==> config.mk <==
export PLATFORM = sky130hd
export DESIGN_NAME = rv32_fetch
export DESIGN_NICKNAME = d
export VERILOG_FILES = /design/src/rtl/rv32_fetch.sv
export SDC_FILE = /design/constraint.sdc
export NUM_CORES = 1
export LEC_CHECK = 0
export ABC_CLOCK_PERIOD_IN_PS = 5000
export CAP_MARGIN = 25
export CORE_ASPECT_RATIO = 1.25
export CORE_MARGIN = 2
export CORE_UTILIZATION = 49
export DETAILED_ROUTE_END_ITERATION = 8
export MAX_ROUTING_LAYER = met4
export PLACE_DENSITY = 0.91
export SYNTH_ARGS = -nofsm -noshare
export SYNTH_HDL_FRONTEND = slang
export SYNTH_SLANG_ARGS = --single-unit
==> constraint.sdc <==
create_clock -name clk -period 5 [get_ports clk]
set_clock_uncertainty 0.05 [all_clocks]
set_input_delay 0.75 -clock clk [delete_from_list [all_inputs] [get_ports clk]]
set_output_delay 0.75 -clock clk [all_outputs]
set_load 0.005 [all_outputs]
==> src/rtl/rv32_fetch.sv <==
// rv32_fetch: RV32 instruction fetch stage.
// Owns the PC, issues word reads to instruction memory and fills the IF/ID
// pipeline register (pc_out/instr_out). Honours hazard stall/flush and
// redirects on taken branches. A NOP (addi x0,x0,0) is inserted whenever no
// instruction is delivered.
// Optional feature: define RV32_FETCH_BUFFER_EN to add a one-entry buffer that
// captures a response arriving during a stall, so memory is not re-read.
module rv32_fetch #(
    parameter logic [31:0] RESET_VECTOR = 32'h0000_0000
) (
    input  logic        clk,
    input  logic        reset,
    input  logic        stall_in,
    input  logic        flush_in,
    input  logic        branch_taken_in,
    input  logic [31:0] branch_pc_in,
    output logic        instr_read_out,
    output logic [31:0] instr_address_out,
    input  logic        instr_ready_in,
    input  logic [31:0] instr_read_value_in,
    output logic [31:0] pc_out,
    output logic [31:0] instr_out
);

    localparam logic [31:0] NOP = 32'h0000_0013;

    typedef enum logic [1:0] {
        IDLE    = 2'd0,
        FETCH   = 2'd1,
        DISCARD = 2'd2
`ifdef RV32_FETCH_BUFFER_EN
        ,
        BUFFERED = 2'd3
`endif
    } state_t;

    state_t      state_reg, state_next;
    logic [31:0] pc_reg, pc_next;
    logic [31:0] redirect_pc_reg, redirect_pc_next;
    logic [31:0] ifid_pc_reg, ifid_pc_next;
    logic [31:0] ifid_instr_reg, ifid_instr_next;
    logic        ifid_load;
    logic [31:0] branch_target;
    logic [31:0] pc_plus4;

`ifdef RV32_FETCH_BUFFER_EN
    logic [31:0] buffer_reg, buffer_next;
`endif

    // Branch targets are forced to a word boundary; the increment wraps mod 2^32.
    assign branch_target = branch_pc_in & 32'hFFFF_FFFC;
    assign pc_plus4      = pc_reg + 32'd4;

    // The request address is always the current PC; in DISCARD that is the
    // stale address still owed a response.
    assign instr_address_out = pc_reg;
    assign instr_read_out    = (state_reg == FETCH) || (state_reg == DISCARD);

    assign pc_out    = ifid_pc_reg;
    assign instr_out = ifid_instr_reg;

    // Next-state, PC and IF/ID selection.
    always_comb begin
        state_next       = state_reg;
        pc_next          = pc_reg;
        redirect_pc_next = redirect_pc_reg;
        ifid_load        = !stall_in;
        ifid_pc_next     = pc_reg;
        ifid_instr_next  = NOP;
`ifdef RV32_FETCH_BUFFER_EN
        buffer_next      = buffer_reg;
`endif
        case (state_reg)
            IDLE: begin
                state_next = FETCH;
                if (branch_taken_in) begin
                    pc_next = branch_target;
                end
            end
            FETCH: begin
                if (branch_taken_in) begin
                    if (instr_ready_in) begin
                        // Response is in hand, so the redirect can happen now.
                        pc_next = branch_target;
                    end else begin
                        // Read still outstanding: keep the address stable and
                        // throw its eventual response away.
                        redirect_pc_next = branch_target;
                        state_next       = DISCARD;
                    end
                end else if (instr_ready_in && !stall_in) begin
                    pc_next = pc_plus4;
                    if (!flush_in) begin
                        ifid_instr_next = instr_read_value_in;
                    end
                end else if (instr_ready_in && stall_in) begin
`ifdef RV32_FETCH_BUFFER_EN
                    buffer_next = instr_read_value_in;
                    state_next  = BUFFERED;
`endif
                end
            end
            DISCARD: begin
                if (instr_ready_in) begin
                    pc_next    = branch_taken_in ? branch_target : redirect_pc_reg;
                    state_next = FETCH;
                end else if (branch_taken_in) begin
                    redirect_pc_next = branch_target;
                end
            end
`ifdef RV32_FETCH_BUFFER_EN
            BUFFERED: begin
                if (branch_taken_in) begin
                    pc_next    = branch_target;
                    state_next = FETCH;
                end else if (!stall_in) begin
                    pc_next    = pc_plus4;
                    state_next = FETCH;
                    if (!flush_in) begin
                        ifid_instr_next = buffer_reg;
                    end
                end
            end
`endif
            default: begin
                state_next = IDLE;
            end
        endcase
    end

    // Fetch control state: FSM, PC and pending redirect target.
    always_ff @(posedge clk or posedge reset) begin
        if (reset) begin
            state_reg       <= IDLE;
            pc_reg          <= RESET_VECTOR;
            redirect_pc_reg <= RESET_VECTOR;
        end else begin
            state_reg       <= state_next;
            pc_reg          <= pc_next;
            redirect_pc_reg <= redirect_pc_next;
        end
    end

    // IF/ID pipeline register; frozen while the hazard unit stalls.
    always_ff @(posedge clk or posedge reset) begin
        if (reset) begin
            ifid_pc_reg    <= RESET_VECTOR;
            ifid_instr_reg <= NOP;
        end else if (ifid_load) begin
            ifid_pc_reg    <= ifid_pc_next;
            ifid_instr_reg <= ifid_instr_next;
        end
    end

`ifdef RV32_FETCH_BUFFER_EN
    // Holds a response that arrived while decode was stalled.
    always_ff @(posedge clk or posedge reset) begin
        if (reset) begin
            buffer_reg <= NOP;
        end else begin
            buffer_reg <= buffer_next;
        end
    end
`endif

endmodule

==> summary.txt, run 1 <==
Run status
  – Outcome: finished clean

Floorplanning
  – Full die area: 13500 um^2
  – Cell Rows: 45
  – Die W: between 100 and 150 um
  – Core Area: between 10000 and 15000 um^2
  – Die span in y: roughly 130 um
  – Initial core utilization: approximately 50%
  – Top Ports: between 150 and 200

Run
  – Maxcap violations: 0

STA
  – Fin crit period: 3.27 ns
  – # setup viols final: 0
  – Worst-margin pin slew: roughly 0.95 ns
  – Final hold violations: 0
  – Fin Setup TNS: 0 ns
  – Peak Freq: 306 MHz
  – RSZ-0062 raised after global routing: false
  – Slew margin rel.: between 30% and 40%
  – Final Cycle Share: 65.4%
  – Slew Limit Fails: 0

Critical path
  – Critical path endpoint category: output port
  – R2R cell count: 9
  – Critical path peak fanout: 25
  – Crit path DAT: roughly 2.5 ns
  – Worst EP required: ~4.2 ns
  – Critical path class: reg2out
  – CP startpoint kind: flip-flop

Logic synthesis
  – Mapped Cells: 562
  – Post-synth top cells: dfrtp_1, o21ai_0, mux2_2
  – Count leader, synth: dfrtp_1
  – Syn_nets: approximately 640
  – Syn avg cell area: between 10 and 15 um^2
  – Post-synthesis sequential area ratio: 53.0%
  – Cell area after synthesis: roughly 6100 um^2
  – Area share of the leading cell type in the synthesized netlist: roughly half
  – Flops & latches, synth: between 100 and 150
  – Yosys warns: 0
  – Yosys cell types: between 50 and 60
  – Post-synth top flop: dfrtp_1
  – EDFF count, synth: 0
  – Synth top area cells: dfrtp_1, mux2_2, a22o_1
  – Synth area leader: dfrtp_1
  – Async set-or-reset flop fraction in the synthesized netlist: 100%

Detailed routing
  – Wire length on met2: 8760 um
  – DR WL met3: 1270 um
  – Top sig layer: met4
  – Vias/cell: between 6 and 7
  – Metal-1 WL: between 7000 and 8000 um
  – Detailed-route via count: approximately 5.5k
  – Antenna-violating nets left: 0
  – DR iter-0 viols: slightly below 600
  – Total Routed Length: between 15000 and 20000 um
  – Routed wire per std cell: a little under 20 um
  – DRT Pass-1 Iters: 6
  – Post-route DRC: 0

CTS
  – Worst-path clk slew: 0.06 ns
  – Setup Buffers After CTS: 0
  – CTS Hold Buffers Added: 0
  – Cts repair resizes: 0
  – TritonCTS Buffers: 17
  – CTS Sinks: between 100 and 150
  – Clk_lat worst skew: between 0.4 and 0.5 ns
  – CTS HTree Levels: 4
  – Root Buffer: clkbuf_16
  – CTS tree: done
  – Clock Path Buffers: 2

Placed design
  – DP HPWL: 12100 um
  – GPL Wtd Cong: roughly 0.94
  – IO Port Bufs: around 160

Cells and area
  – Antenna cells: 0
  – Final #Nets: 796
  – Share of post-route cells with drive strength above 1: 15.2%
  – Area growth syn-to-layout: 39.8%
  – Final core utilization: around 70%

Global routing
  – Final global-route overflow total: 0
  – First-pass GRT wire length: roughly 28000 um
  – Initial antenna violation count: 0
  – Total track usage: 27.4%
  – Largest net degree at the start of global routing: 85
  – Vias in the first global route: 5350

Hold path
  – Worst min path class: reg2reg
  – Hold Path Depth: 2

Power
  – PwrDens: 591 nW/um^2
  – VDD IR max: 0.389 mV
  – LEAKAGE: approximately 3.6 nW
==> area by class of cell <==
type | count | area (um^2)
Fill cell | 858 | 3620
Sequential cell | 130 | 3260
Multi-Input combinational cell | 377 | 2690
Timing Repair Buffer | 177 | 1770
Clock buffer | 28 | 547
Tap cell | 164 | 205
Clock inverter | 3 | 65.1
Inverter | 16 | 62.6
==> cells by family (layout without fill, tap and decap cells) <==
| family | after synthesis | in the layout | synth area share (%) |
|---|---|---|---|
| mux | 59 | 59 | 10.8 |
| simple gates | 138 | 138 | 11.1 |
| flops | 130 | 130 | 53.0 |
| fa+ha+maj | 7 | 7 | 1.43 |
| xor+xnor | 1 | 1 | 0.143 |
| compound gates | 172 | 172 | 20.1 |
| buf+inv | 55 | 224 | 3.44 |
==> metrics by stage <==
step                      std cells  area [um^2]  hold WS (ns)  worst slack (ns)  power, W
after global placement          861         7930         0.403              1.43   0.00365
final                           895         8590         0.410              1.73   0.00508
after detailed placement        862         7940         0.405              1.46   0.00377
after global routing            895         8590         0.429              1.69   0.00536
after floorplan                 562         6150         0.399             0.736   0.00283
after CTS                       893         8550         0.414              1.78   0.00507
==> power by group <==
part,internal [W],switching (W)
clock,0.000837,0.000431
sequential,0.00144,0.000357
combinational,0.00105,0.000965
==> critical path: stages, from the launching register on <==
cell and delay, ns:
dfrtp_1 0.44, inv_1 0.11, ha_1 0.84, clkdlybuf4s50_1 0.66
==> layer usage <==
metal	GRT usage [%]	vias up
met3	5.78	55
met2	44.2	337
met4	13.1	0
met1	33.2	2655
met5	-	-
li1	-	2430
==> path summary, 6_finish.rpt <==
path                                               start                                end  slack [ns]
worst min-delay path            instr_out[4]$_DFFE_PP1N_           instr_out[4]$_DFFE_PP1N_        0.41
worst max-delay path            state_reg[0]$_DFFE_PP0P_                     instr_read_out        1.73
worst min register to register  instr_out[4]$_DFFE_PP1N_           instr_out[4]$_DFFE_PP1N_        0.41
worst max register to register  state_reg[1]$_DFFE_PP0P_  instr_address_out[13]$_DFFE_PP0P_        1.85
min in group asynchronous                          reset   instr_address_out[4]$_DFFE_PP0P_        0.59
max in group asynchronous                          reset    redirect_pc_reg[24]$_DFFE_PP0P_        3.35
==> cells in the final DEF (no fill, tap or decap), drive strengths merged, types with 3 or more instances in the layout <==
master / n
clkbuf: 28
dfrtp: 127
nor3: 17
nor2: 29
nor2b: 7
and3: 7
a41oi: 3
ha: 7
a22o: 37
nand4: 3
nand3: 17
a222oi: 5
a31oi: 6
a221oi: 12
nand2: 36
mux2: 57
nor4: 6
a32oi: 3
inv: 15
a22oi: 5
a21oi: 10
or3: 4
dfstp: 3
o41ai: 3
o21ai: 58
o31ai: 7
clkdlybuf4s50: 163
buf: 14
o2bb2ai: 7
Note: power is estimated with default switching activity, not from simulation.
==> run 2: changes to the inputs <==
==> config.mk (replaced) <==
export PLATFORM = sky130hd
export DESIGN_NAME = rv32_fetch
export DESIGN_NICKNAME = d
export VERILOG_FILES = /design/src/rtl/rv32_fetch.sv
export SDC_FILE = /design/constraint.sdc
export NUM_CORES = 1
export LEC_CHECK = 0
export ABC_CLOCK_PERIOD_IN_PS = 2600
export CAP_MARGIN = 25
export CORE_ASPECT_RATIO = 1.25
export CORE_MARGIN = 2
export CORE_UTILIZATION = 44
export DETAILED_ROUTE_END_ITERATION = 8
export MAX_ROUTING_LAYER = met4
export PLACE_DENSITY = 0.87
export SYNTH_ARGS = -nofsm -noshare
export SYNTH_HDL_FRONTEND = slang
export SYNTH_SLANG_ARGS = --single-unit
==> constraint.sdc (replaced) <==
create_clock -name clk -period 2.6 [get_ports clk]
set_clock_uncertainty 0.05 [all_clocks]
set_input_delay 0.39 -clock clk [delete_from_list [all_inputs] [get_ports clk]]
set_output_delay 0.39 -clock clk [all_outputs]
set_load 0.005 [all_outputs]
==> run 2 against run 1 <==
Flip-flop and latch count did not move. Cell area is 1.7% higher. Die area is 11% higher. Cell count increased by 3.7%. Via count fell by 0.68%. Hold slack worse by 0.17 ns. Clock power increased by 83%. Wire length about the same. Highest routed layer unchanged. Combinational power increased by 110%. Non-clock buffer count up 21. Global-route usage shrank 2.4 points.
==> summary.txt, run 2 (synthesized netlist as in run 1, its figures left out) <==
Run status
  – Outcome: finished clean

STA
  – Hold slack: ~0.24 ns
  – Final WS setup: between 0.09 and 0.1 ns
  – Final hold violations: 0
  – Fin crit period: 2.50 ns
  – # setup viols final: 0
  – Fin Setup TNS: 0 ns
  – Slew Limit Fails: 0
  – Peak Freq: between 300 and 400 MHz
  – Slew margin rel.: between 50% and 60%
  – RSZ-0062 raised after global routing: false
  – Worst-margin pin slew: about 0.7 ns
  – Final Cycle Share: 96.2%

CTS
  – TritonCTS Buffers: 17
  – Clk_lat worst skew: around 0.42 ns
  – CTS Sinks: between 100 and 150
  – Cts repair resizes: 0
  – Setup Buffers After CTS: 0
  – Clock Path Buffers: 2
  – Worst-path clk slew: 0.06 ns
  – CTS Hold Buffers Added: 0
  – Root Buffer: clkbuf_16
  – CTS HTree Levels: 4
  – CTS tree: done

Critical path
  – Crit path DAT: 2.06 ns
  – CP top delay family: buffers and inverters
  – Worst EP required: approximately 2.2 ns
  – Crit-path cells: inv_1 > ha_1 > clkdlybuf4s50_1
  – R2r startpoint: state_reg[1]$_DFFE_PP0P_
  – Worst reg-to-reg setup slack: about 0.17 ns
  – Critical path endpoint category: output port
  – CP max stage delay: approximately 0.60 ns
  – Worst path depth: 3
  – Critical path class: reg2out
  – R2R cell count: 8
  – Slowest CP cell: clkdlybuf4s50_1
  – CP bufs+invs: 2
  – Critical R2R Capture: instr_address_out[20]$_DFFE_PP0P_
  – CP startpoint kind: flip-flop
  – Critical path peak fanout: 10

Detailed routing
  – Routed wire per std cell: 19.0 um
  – DRT Pass-1 Iters: 5
  – Antenna-violating nets left: 0
  – DR iter-0 viols: 370
  – Total Routed Length: between 15000 and 20000 um
  – Vias/cell: between 5 and 6
  – Detailed-route via count: 5440
  – Post-route DRC: 0

Power
  – PwrDens: 1130 nW/um^2
  – Int Pwr: 0.00641 W
  – Gate power share: around 42%
  – Switching share of total power: 34.9%
  – Clock share of power: between 20% and 30%
  – Sequential fraction of design power: about a third
  – LEAKAGE: roughly 3.7 nW
  – Total power: roughly 0.0099 W
  – VDD IR max: 0.555 mV
  – P_sw: around 0.0034 W

Global routing
  – Largest net degree at the start of global routing: around 130
  – Final global-route overflow total: 0
  – Vias in the first global route: 5491
  – Initial antenna violation count: 0
  – Total track usage: between 20% and 30%
  – First-pass GRT wire length: approximately 28000 um

Placed design
  – IO Port Bufs: about 160
  – Worst Setup Slack post-DPL: around 0.13 ns
  – Cells after DPL: roughly 900
  – GPL Wtd Cong: ~0.87
  – DP HPWL: 12300 um

Floorplanning
  – Full die area: 14900 um^2
  – Die span in y: around 140 um
  – Cell Rows: 48
  – Initial core utilization: 44.7%
  – Die W: between 100 and 150 um
  – Core Area: 13800 um^2
  – Top Ports: approximately 170

Hold path
  – HP Start: stall_in
  – Hold EP: pc_out[2]$_DFFE_PP0N_
  – Hold Path Depth: 2
  – Worst min path class: in2reg

Cells and area
  – Share of post-route cells with drive strength above 1: 17.9%
  – Commonest non-fill, non-tap cell in the layout: clkdlybuf4s50_1
  – Area growth syn-to-layout: 42.2%
  – Antenna cells: 0
  – Commonest cells after routing, fill and taps aside: clkdlybuf4s50_1, dfrtp_1, o21ai_0
  – Final #Nets: about 800
  – Fill count: around 1.1k
  – Final Non-Filler Cells: ~930

Run
  – Maxcap violations: 0
run 2: cell count changes in the layout (fill, tap and decap cells not counted), sizes merged:
cell,change
clkinv,+7
clkbuf,-9
inv,-1
buf,+21
clkinvlp,+4
run 2: worst max-delay path by stage:
stage | to | slack, ns | start
detailed placement | instr_address_out[30]$_DFFE_PP0P_ | 0.13 | branch_taken_in
CTS | instr_read_out | 0.1 | state_reg[0]$_DFFE_PP0P_
finish | instr_read_out | 0.1 | state_reg[0]$_DFFE_PP0P_
global route | instr_address_out[17]$_DFFE_PP0P_ | 0.008 | state_reg[1]$_DFFE_PP0P_
global placement | instr_address_out[30]$_DFFE_PP0P_ | 0.17 | branch_taken_in
floorplan | instr_address_out[28]$_DFFE_PP0P_ | 0.29 | state_reg[0]$_DFFE_PP0P_
run 2: layout make-up:
class | count | area [um^2] | area share (%)
inverter | 16 | 63.8 | 0.730
sequential | 130 | 3260 | 37.3
clock buffer | 19 | 443 | 5.07
timing repair buffer | 198 | 1930 | 22.1
multi-input combinational | 377 | 2690 | 30.8
clock inverter | 13 | 138 | 1.57
tap | 175 | 219 | 2.50
run 2: layer usage:
layer	vias to the layer above	GRT usage, %	wire length, um
met5	-	-	0
met4	0	9.14	346
met1	2705	29.4	6950
met2	236	41.8	9180
li1	2470	-	-
met3	29	5.27	1160
run 2: through the flow:
step           utilization [%]  instance area [um^2]
5_1_grt                   63.6                  8740
3_3_place_gp              59.3                  8160
4_1_cts                   63.6                  8740
2_1_floorplan                -                  6150
6_report                  63.6                  8740
3_5_place_dp              59.3                  8160
run 2: power by group through the flow:
stage	Sequential, W	Clock [W]	Combinational, W
after floorplan	0.00329	0	0.00214
after global routing	0.00344	0.00248	0.00453
final	0.00335	0.00233	0.00417
after global placement	0.00332	0	0.00402
after detailed placement	0.00336	0	0.00415
after CTS	0.00334	0.00238	0.00419
